File: src/rtl/romix_sequencer.sv
// ROMix sequencer: drives the scratchpad-fill (write) phase followed by the
// data-dependent read-mix phase. Each phase issues iter_max+1 iterations and
// launches the external hash core once per iteration, waiting for its
// completion strobe. All outputs are decoded from the registered state and
// counters; the only combinational path is rd_index -> mem_addr in R_ADDR.
module romix_sequencer #(
    parameter int ADDR_BITS = 10
) (
    input  logic                 clk,
    input  logic                 n_rst,
    input  logic                 start,
    input  logic                 abort,
    input  logic [ADDR_BITS-1:0] iter_max,
    input  logic [ADDR_BITS-1:0] rd_index,
    input  logic                 core_done,
    output logic                 core_start,
    output logic                 mem_we,
    output logic                 mem_re,
    output logic [ADDR_BITS-1:0] mem_addr,
    output logic                 phase,
    output logic [ADDR_BITS-1:0] iter_count,
    output logic                 busy,
    output logic                 done
);

    typedef enum logic [2:0] {
        ST_IDLE   = 3'd0,
        ST_W_MEM  = 3'd1,
        ST_W_KICK = 3'd2,
        ST_W_WAIT = 3'd3,
        ST_R_ADDR = 3'd4,
        ST_R_KICK = 3'd5,
        ST_R_WAIT = 3'd6,
        ST_FIN    = 3'd7
    } state_t;

    localparam logic [ADDR_BITS-1:0] CNT_ONE = ADDR_BITS'(1);

    state_t                 state_r;
    state_t                 state_s;
    logic [ADDR_BITS-1:0]   iter_r;
    logic [ADDR_BITS-1:0]   iter_s;
    logic [ADDR_BITS-1:0]   max_r;
    logic [ADDR_BITS-1:0]   max_s;
    logic                   phase_r;
    logic                   phase_s;
    logic                   last_iter_s;

    // The equality test happens before any increment, so an all-ones limit
    // runs the full 2^ADDR_BITS iterations without the counter wrapping.
    assign last_iter_s = (iter_r == max_r);

    // State, iteration counter, phase flag and captured limit registers.
    always_ff @(posedge clk or negedge n_rst) begin
        if (!n_rst) begin
            state_r <= ST_IDLE;
            iter_r  <= '0;
            max_r   <= '0;
            phase_r <= 1'b0;
        end else begin
            state_r <= state_s;
            iter_r  <= iter_s;
            max_r   <= max_s;
            phase_r <= phase_s;
        end
    end

    // Next-state and counter update; abort overrides every transition.
    always_comb begin
        state_s = state_r;
        iter_s  = iter_r;
        max_s   = max_r;
        phase_s = phase_r;
        if (abort) begin
            state_s = ST_IDLE;
            iter_s  = '0;
            phase_s = 1'b0;
        end else begin
            case (state_r)
                ST_IDLE: begin
                    if (start) begin
                        max_s   = iter_max;
                        iter_s  = '0;
                        phase_s = 1'b0;
                        state_s = ST_W_MEM;
                    end else begin
                        state_s = ST_IDLE;
                    end
                end
                ST_W_MEM: begin
                    state_s = ST_W_KICK;
                end
                ST_W_KICK: begin
                    state_s = ST_W_WAIT;
                end
                ST_W_WAIT: begin
                    if (core_done && last_iter_s) begin
                        iter_s  = '0;
                        phase_s = 1'b1;
                        state_s = ST_R_ADDR;
                    end else if (core_done) begin
                        iter_s  = iter_r + CNT_ONE;
                        state_s = ST_W_MEM;
                    end else begin
                        state_s = ST_W_WAIT;
                    end
                end
                ST_R_ADDR: begin
                    state_s = ST_R_KICK;
                end
                ST_R_KICK: begin
                    state_s = ST_R_WAIT;
                end
                ST_R_WAIT: begin
                    if (core_done && last_iter_s) begin
                        state_s = ST_FIN;
                    end else if (core_done) begin
                        iter_s  = iter_r + CNT_ONE;
                        state_s = ST_R_ADDR;
                    end else begin
                        state_s = ST_R_WAIT;
                    end
                end
                ST_FIN: begin
                    iter_s  = '0;
                    phase_s = 1'b0;
                    state_s = ST_IDLE;
                end
                default: begin
                    iter_s  = '0;
                    phase_s = 1'b0;
                    state_s = ST_IDLE;
                end
            endcase
        end
    end

    // Moore output decode; everything not asserted by a state stays at zero.
    always_comb begin
        core_start = 1'b0;
        mem_we     = 1'b0;
        mem_re     = 1'b0;
        mem_addr   = '0;
        done       = 1'b0;
        case (state_r)
            ST_W_MEM: begin
                mem_we   = 1'b1;
                mem_addr = iter_r;
            end
            ST_W_KICK: begin
                core_start = 1'b1;
            end
            ST_R_ADDR: begin
                mem_re   = 1'b1;
                mem_addr = rd_index;
            end
            ST_R_KICK: begin
                core_start = 1'b1;
            end
            ST_FIN: begin
                done = 1'b1;
            end
            default: begin
                core_start = 1'b0;
            end
        endcase
    end

    assign phase      = phase_r;
    assign iter_count = iter_r;
    assign busy       = (state_r != ST_IDLE);

endmodule

File: config.mk
export PLATFORM = sky130hd
export DESIGN_NAME = romix_sequencer
export DESIGN_NICKNAME = d
export VERILOG_FILES = /design/src/rtl/romix_sequencer.sv
export SDC_FILE = /design/constraint.sdc
export NUM_CORES = 1
export LEC_CHECK = 0
export BUFFER_PORTS_ARGS = -buffer_cell sky130_fd_sc_hd__buf_2
export CORE_ASPECT_RATIO = 0.9
export CORE_MARGIN = 5
export CORE_UTILIZATION = 54
export CTS_CLUSTER_DIAMETER = 150
export DETAILED_ROUTE_END_ITERATION = 16
export PLACE_DENSITY_LB_ADDON = 0.1
export SLEW_MARGIN = 30
export SYNTH_ARGS = -nofsm -noshare
export SYNTH_HDL_FRONTEND = slang
export SYNTH_SLANG_ARGS = --single-unit
export TNS_END_PERCENT = 20
File: constraint.sdc
create_clock -name clk -period 4.9 [get_ports clk]
set_clock_uncertainty 0.2 [all_clocks]
set_input_delay 0.245 -clock clk [delete_from_list [all_inputs] [get_ports clk]]
set_output_delay 0.245 -clock clk [all_outputs]
set_load 0.01 [all_outputs]
==> metrics.md, run 1 <==
| Metric | Value |
|---|---|
| Crit-path slowest cell | nor3b_2 |
| Post-synthesis sequential area ratio | 38.90% |
| Slew HR | 49.87% |
| Mapped Cells | 160 |
| Initial drt markers | 101 |
| Vias per Instance | 5.898 |
| DIE WIDTH | 66.37 um |
| Clk root buf | clkbuf_4 |
| Die height | 60.73 um |
| Initial antenna violation count | 0 |
| Clk_lat worst skew | 0.32 ns |
| Hpwl dp | 3007 um |
| Sw power | 136.8 uW |
| Diodes inserted | 0 |
| Max Root-Sink Buffers | 2 |
| Flop pwr share | 48.9% |
| WL/cell | 16.31 um |
| Synth top area cells | dfrtp_1, mux2_2, xor2_1 |
| Post-CTS sizing | 0 |
| Vias in the first global route | 1490 |
| Sw frac | 27.84% |
| Register bit total from synthesis | 24 |
| Site Rows | 18 |
| Leak Pwr | 0.0009365 uW |
| Min Tclk post-route | 2.439 ns |
| CP arrival | 1.99 ns |
| Area grow syn2layout | 27.63% |
| Final Power | 491.2 uW |
| # nets final | 241 |
| Post-synth top area share | 38.90% |
| Inserted Clock Buffers | 3 |
| H-Tree Depth | 1 |
| # IOs | 51 |
| Reg clk slew, reported paths | 0.14 ns |
| Synth area leader | dfrtp_1 |
| CTS Sinks | 24 |
| Worst-margin pin slew | 0.7487 ns |
| Worst R2R Start | iter_count[4]$_DFFE_PN0P_ |
| CTS tree | yes |
| Final Max Slew Viols | 0 |
| Setup total negative slack | 0 ns |
| Startpoint Class | register |
| Detailed-route DRC error count | 0 |
| Comb pwr share | 21.2% |
| Placer Congestion | 0.8185 |
| Hold wc startpoint | start |
| Port-buffer cells | 50 |
| Synthesized area per cell | 9.650 um2 |
| Share of cells above drive strength 1 | 33.18% |
| Tcrit/Tclk final | 49.77% |
| Cell internal pwr | 354.4 uW |
| Clock network power share | 29.8% |
| First-pass GRT wire length | 6803 um |
| CORE AREA | 2748 um2 |
| Max-Cap Viols | 0 |
| Antenna Nets Post-Route | 0 |
| Status | finished, final reports clean |
| Crit path from | state_r[0]$_DFF_PN0_ |
| Initial core utilization | 56.19% |
| Worst Hold Class | primary input to register |
| Post-Syn Area | 1544 um2 |
| Total GRT Usage | 22.41% |
| Total grt overflow | 0 |
| Synth warnings | 0 |
| Final setup violation count | 0 |
| Pin count of the biggest net entering global routing | 25 |
| Power Density | 249.3 nW/um2 |
| Die area | 4030 um2 |
| Worst EP required | 4.45 ns |
| Crit-path max cell delay | 0.69 ns |
| Kind of critical path | register to output pin |
| Worst Setup End Kind | output pin |
| WL final | 4143 um |
| Peak supply drop | 0.0002040 V |
| RSZ-0062 raised after global routing | no |
| Syn Nets | 186 |
| Worst-path cell chain | nor3b_2 > a22o_1 > buf_2 |
| Crit path buffers/inverters | 1 |
| Total number of vias | 1498 |
| Final Hold Viols | 0 |
| Top cell family by delay on the critical path | simple AND/OR/NAND/NOR gates |
| Distinct cells, synth | 39 |
| First-pass DRT Iterations | 4 |
| Max Clock Freq | 0.4100 GHz |
| Max FO, Critical Path | 12 |
[placed cells by master, fill, tap and decap left out, drive strengths merged, types with 2 or more instances in the layout]
cell and instances:
a21oi 3, a22o 10, a31oi 4, and3 3, buf 51, clkbuf 3, dfrtp 24, dlygate4sd3 12
inv 5, mux2 10, nand2 10, nand2b 2, nand3 11, nand4 9, nand4b 2, nor2 9
nor3 5, nor3b 2, nor4 2, o2111ai 3, o211ai 4, o21ai 3, or3 2, xor2 11
[final timing paths]
path                                        endpoint  slack, ns  cells after the start
min                             state_r[0]$_DFF_PN0_       0.11                      3
min in group asynchronous       state_r[0]$_DFF_PN0_       0.22                      2
max                                      mem_addr[7]       2.46                      3
max reg2reg                iter_count[9]$_DFFE_PN0P_       2.63                      5
max in group asynchronous       max_r[1]$_DFFE_PN0P_       3.91                      2
min reg2reg                        phase$_DFFE_PN0P_       0.31                      1
[area by class of cell]
cell class	instances	area (um2)
multi-input cells	117	867.1
fillers	221	777.0
flip-flops and latches	24	600.6
repair buffers	63	377.9
well taps	40	50.05
clock inverters	1	30.03
clock buffers	3	22.52
inverters	6	22.52
[sequential cells by signal, summed over array words and instances, names as in the netlist]
signal,flops
max_r,10
phase,1
iter_count,10
state_r,3
[cell usage after synthesis]
cell       count
a211oi_1       1
a21oi_1        3
a22o_1        10
a31o_2         1
a31oi_1        4
a32oi_1        1
a41o_1         1
and3_1         3
and4_1         1
buf_2          5
buf_4          1
clkbuf_1       7
clkinv_1       1
dfrtp_1       24
ha_1           1
inv_1          5
mux2_2        10
mux2i_1        1
nand2_1       10
nand2b_1       2
nand3_1       11
nand3b_1       1
nand4_1        8
nand4_4        1
nand4b_1       2
nor2_1         9
nor2b_1        1
nor3_1         4
nor3_4         1
nor3b_1        2
nor4_4         2
o2111ai_1      3
o211ai_1       4
o21a_1         1
o21ai_0        3
o22ai_1        1
o31ai_1        1
or3_1          2
xor2_1        11
[what timing repair did]
| item | 4_1_cts | 5_1_grt |
|---|---|---|
| hold buffers | 12 | 0 |
| buffers inserted | 0 | 0 |
| endpoints found under the hold margin | 36 | 0 |
[worst reg2reg max path, delay by kind of cell (launching register included)]
kind / cells / cell delay, ns
simple gates: 2 / 0.71
compound gates: 2 / 0.56
flops: 1 / 0.49
xor+xnor: 1 / 0.20
[power groups by stage]
| stage | combinational [uW] | clock, uW | sequential, uW |
|---|---|---|---|
| floorplan | 74.8 | 0 | 237 |
| global placement | 93.7 | 0 | 243 |
| detailed placement | 97.8 | 0 | 245 |
| CTS | 105 | 150 | 240 |
| global route | 115 | 156 | 244 |
| finish | 104 | 147 | 240 |
[cells by family after synthesis]
kind of cell,share of synthesized area (%)
DFF,38.90
AOI/OAI and AO/OA,16.53
and+or+nand+nor,24.31
muxes,7.942
buffers and inverters,5.268
adders and majority gates,0.8102
xor gates and xnor gates,6.240
[through the flow]
step / hold WS, ns / area [um2] / std cells / util, % / setup WS, ns
2_1_floorplan: -0.2506 / 1544 / 160 / - / 2.973
3_5_place_dp: 0.06852 / 1798 / 238 / 65.44 / 2.675
5_1_grt: 0.1062 / 1971 / 254 / 71.72 / 2.378
6_report: 0.1071 / 1971 / 254 / 71.72 / 2.461
4_1_cts: 0.08210 / 1971 / 254 / 71.72 / 2.506
3_3_place_gp: 0.05515 / 1793 / 238 / 65.26 / 2.566
[routing by layer]
| layer | GRT usage, % | wire, um | vias up |
|---|---|---|---|
| met5 | 0 | 0 | - |
| met4 | 4.638 | 45 | 0 |
| met3 | 5.370 | 271 | 4 |
| met2 | 42.29 | 2146 | 56 |
| met1 | 25.99 | 1680 | 729 |
| li1 | - | - | 709 |
(Power assumes the default switching activity.)
==> run 2, diff against run 1 <==
--- a/config.mk
+++ b/config.mk
@@ -8,7 +8,7 @@
 export BUFFER_PORTS_ARGS = -buffer_cell sky130_fd_sc_hd__buf_2
 export CORE_ASPECT_RATIO = 0.9
 export CORE_MARGIN = 5
-export CORE_UTILIZATION = 54
+export CORE_UTILIZATION = 50
 export CTS_CLUSTER_DIAMETER = 150
 export DETAILED_ROUTE_END_ITERATION = 16
 export PLACE_DENSITY_LB_ADDON = 0.1
==> constraint.sdc (replaced) <==
create_clock -name clk -period 2.3 [get_ports clk]
set_clock_uncertainty 0.2 [all_clocks]
set_input_delay 0.115 -clock clk [delete_from_list [all_inputs] [get_ports clk]]
set_output_delay 0.115 -clock clk [all_outputs]
set_load 0.01 [all_outputs]
==> run 2 against run 1 <==
Effect of this change:
- final cell count grew 7.1%
- setup slack lost 2.3 ns
- first-iteration DRC count grew 36%
- sequential share of layout area shrank 1.5 points
- global-route usage shrank 0.55 points
- critical path depth grew 2
==> metrics.md, run 2 (synthesis gave the netlist of run 1 again) <==
| Metric | Value |
|---|---|
| Detailed-route DRC error count | 0 |
| RSZ-0062 raised after global routing | no |
| Total grt overflow | 0 |
| Worst Setup End Kind | register |
| Clk root buf | clkbuf_4 |
| Setup Buffers After CTS | 0 |
| Vias in the first global route | 1462 |
| Max-Cap Viols | 0 |
| Setup total negative slack | 0 ns |
| Site Rows | 19 |
| Max Root-Sink Buffers | 2 |
| Initial antenna violation count | 0 |
| Inserted Clock Buffers | 3 |
| Final Max Slew Viols | 0 |
| Placer Congestion | 0.8989 |
| Worst Hold Class | primary input to asynchronous set/reset pin |
| Initial drt markers | 137 |
| Worst EP required | 2.29 ns |
| H-Tree Depth | 1 |
| Fillers | 251 |
| Peak supply drop | 0.0003819 V |
| Leak Pwr | 0.001007 uW |
| Crit path from | iter_count[9]$_DFFE_PN0P_ |
| Clk_lat worst skew | 0.31 ns |
| Power Density | 451.5 nW/um2 |
| Area grow syn2layout | 34.20% |
| Max FO, Critical Path | 14 |
| Die area | 4301 um2 |
| CTS tree | yes |
| Final Non-Filler Cells | 272 |
| Port-buffer cells | 50 |
| Worst R2R Start | iter_count[9]$_DFFE_PN0P_ |
| # nets final | 258 |
| Pin count of the biggest net entering global routing | 25 |
| Final setup violation count | 0 |
| First-pass GRT wire length | 7120 um |
| # IOs | 51 |
| Hpwl dp | 3428 um |
| Min Tclk post-route | 2.145 ns |
| Worst-margin pin slew | 0.5868 ns |
| Share of cells above drive strength 1 | 36.96% |
| Die height | 62.72 um |
| Total GRT Usage | 21.86% |
| Placed Cells incl. Taps | 255 |
| Max Clock Freq | 0.4662 GHz |
| CP arrival | 2.14 ns |
| DIE WIDTH | 68.58 um |
| Startpoint Class | register |
| First-pass DRT Iterations | 4 |
| CORE AREA | 3019 um2 |
| CTS Sinks | 24 |
| Slew HR | 60.88% |
| Kind of critical path | register to register |
| Status | finished, final reports clean |
| Initial core utilization | 51.14% |
| Diodes inserted | 0 |
| Total number of vias | 1565 |
| Vias per Instance | 5.754 |
| Commonest non-fill, non-tap cell in the layout | buf_2 |
| Reg clk slew, reported paths | 0.13 ns |
| Tcrit/Tclk final | 93.26% |
| Final Hold Viols | 0 |
| WL/cell | 16.19 um |
| Commonest non-fill, non-tap cells in the layout | buf_2, dfrtp_1, buf_4, dlygate4sd3_1 |
| Antenna Nets Post-Route | 0 |
| WL final | 4403 um |
-- run 2: changes by cell type in the layout (fill, tap and decap cells not counted), sizes merged --
| cell | previous run | this run |
|---|---|---|
| bufinv | 1 | 0 |
| buf | 51 | 66 |
| dlygate4sd3 | 12 | 14 |
-- run 2: path summary, 6_finish.rpt --
| path | slack [ns] | depth (start not counted) | endpoint |
|---|---|---|---|
| setup / recovery | 0.16 | 5 | iter_count[8]$_DFFE_PN0P_ |
| hold / removal | 0.1 | 2 | state_r[2]$_DFF_PN0_ |
| setup reg to reg | 0.16 | 5 | iter_count[8]$_DFFE_PN0P_ |
| hold reg to reg | 0.31 | 1 | phase$_DFFE_PN0P_ |
| max in group asynchronous | 1.43 | 2 | iter_count[0]$_DFFE_PN0P_ |
| min in group clk | 0.31 | 1 | phase$_DFFE_PN0P_ |
-- run 2: per-stage QoR --
| stage | hold WS, ns | total power (uW) | utilization [%] | area (um2) | worst slack, ns |
|---|---|---|---|---|---|
| after global placement | -0.07777 | 730.9 | 63.20 | 1908 | 0.2486 |
| after global routing | 0.1560 | 992.0 | 68.63 | 2072 | 0.02382 |
| after CTS | 0.1111 | 944.5 | 68.59 | 2071 | 0.1344 |
| after detailed placement | -0.06513 | 741.0 | 63.20 | 1908 | 0.1741 |
| final | 0.09928 | 935.4 | 68.63 | 2072 | 0.1550 |
| after floorplan | -0.3806 | 664.1 | - | 1544 | 0.3727 |
-- run 2: per-layer routing --
layer / routed length, um / share of wire, % / vias to the layer above / global-route usage, %
li1: - / - / 739 / -
met1: 1957 / 44 / 756 / 30.97
met2: 2009 / 46 / 58 / 33.02
met3: 309 / 7.0 / 12 / 3.058
met4: 127 / 2.9 / 0 / 8.437
met5: 0 / 0 / - / 0
-- run 2: critical path, cell delays in order, from the launching register on --
cell and delay (ns):
dfrtp_1 0.43, xor2_1 0.19, nor4_4 0.39, nand4_4 0.26, o21ai_0 0.38, o211ai_1 0.16
-- run 2: power by group --
part / switching [uW] / internal [uW]
combinational: 123 / 117
clock: 125 / 61.3
sequential: 38.9 / 470
total: 287 / 648
-- run 2: final cells by class --
type                    count  area (um2)  area share [%]
multi-input cells         117       863.3           41.67
flip-flops and latches     24       600.6           28.99
repair buffers             80       510.5           24.64
well taps                  42       52.55           2.536
clock buffers               3       22.52           1.087
inverters                   6       22.52           1.087
-- run 2: what timing repair did --
item / in CTS / in global routing
hold buffers: 14 / 0
endpoints found under the hold margin: 39 / 0
setup endpoints to repair: 0 / 1
resized for setup: 0 / 1
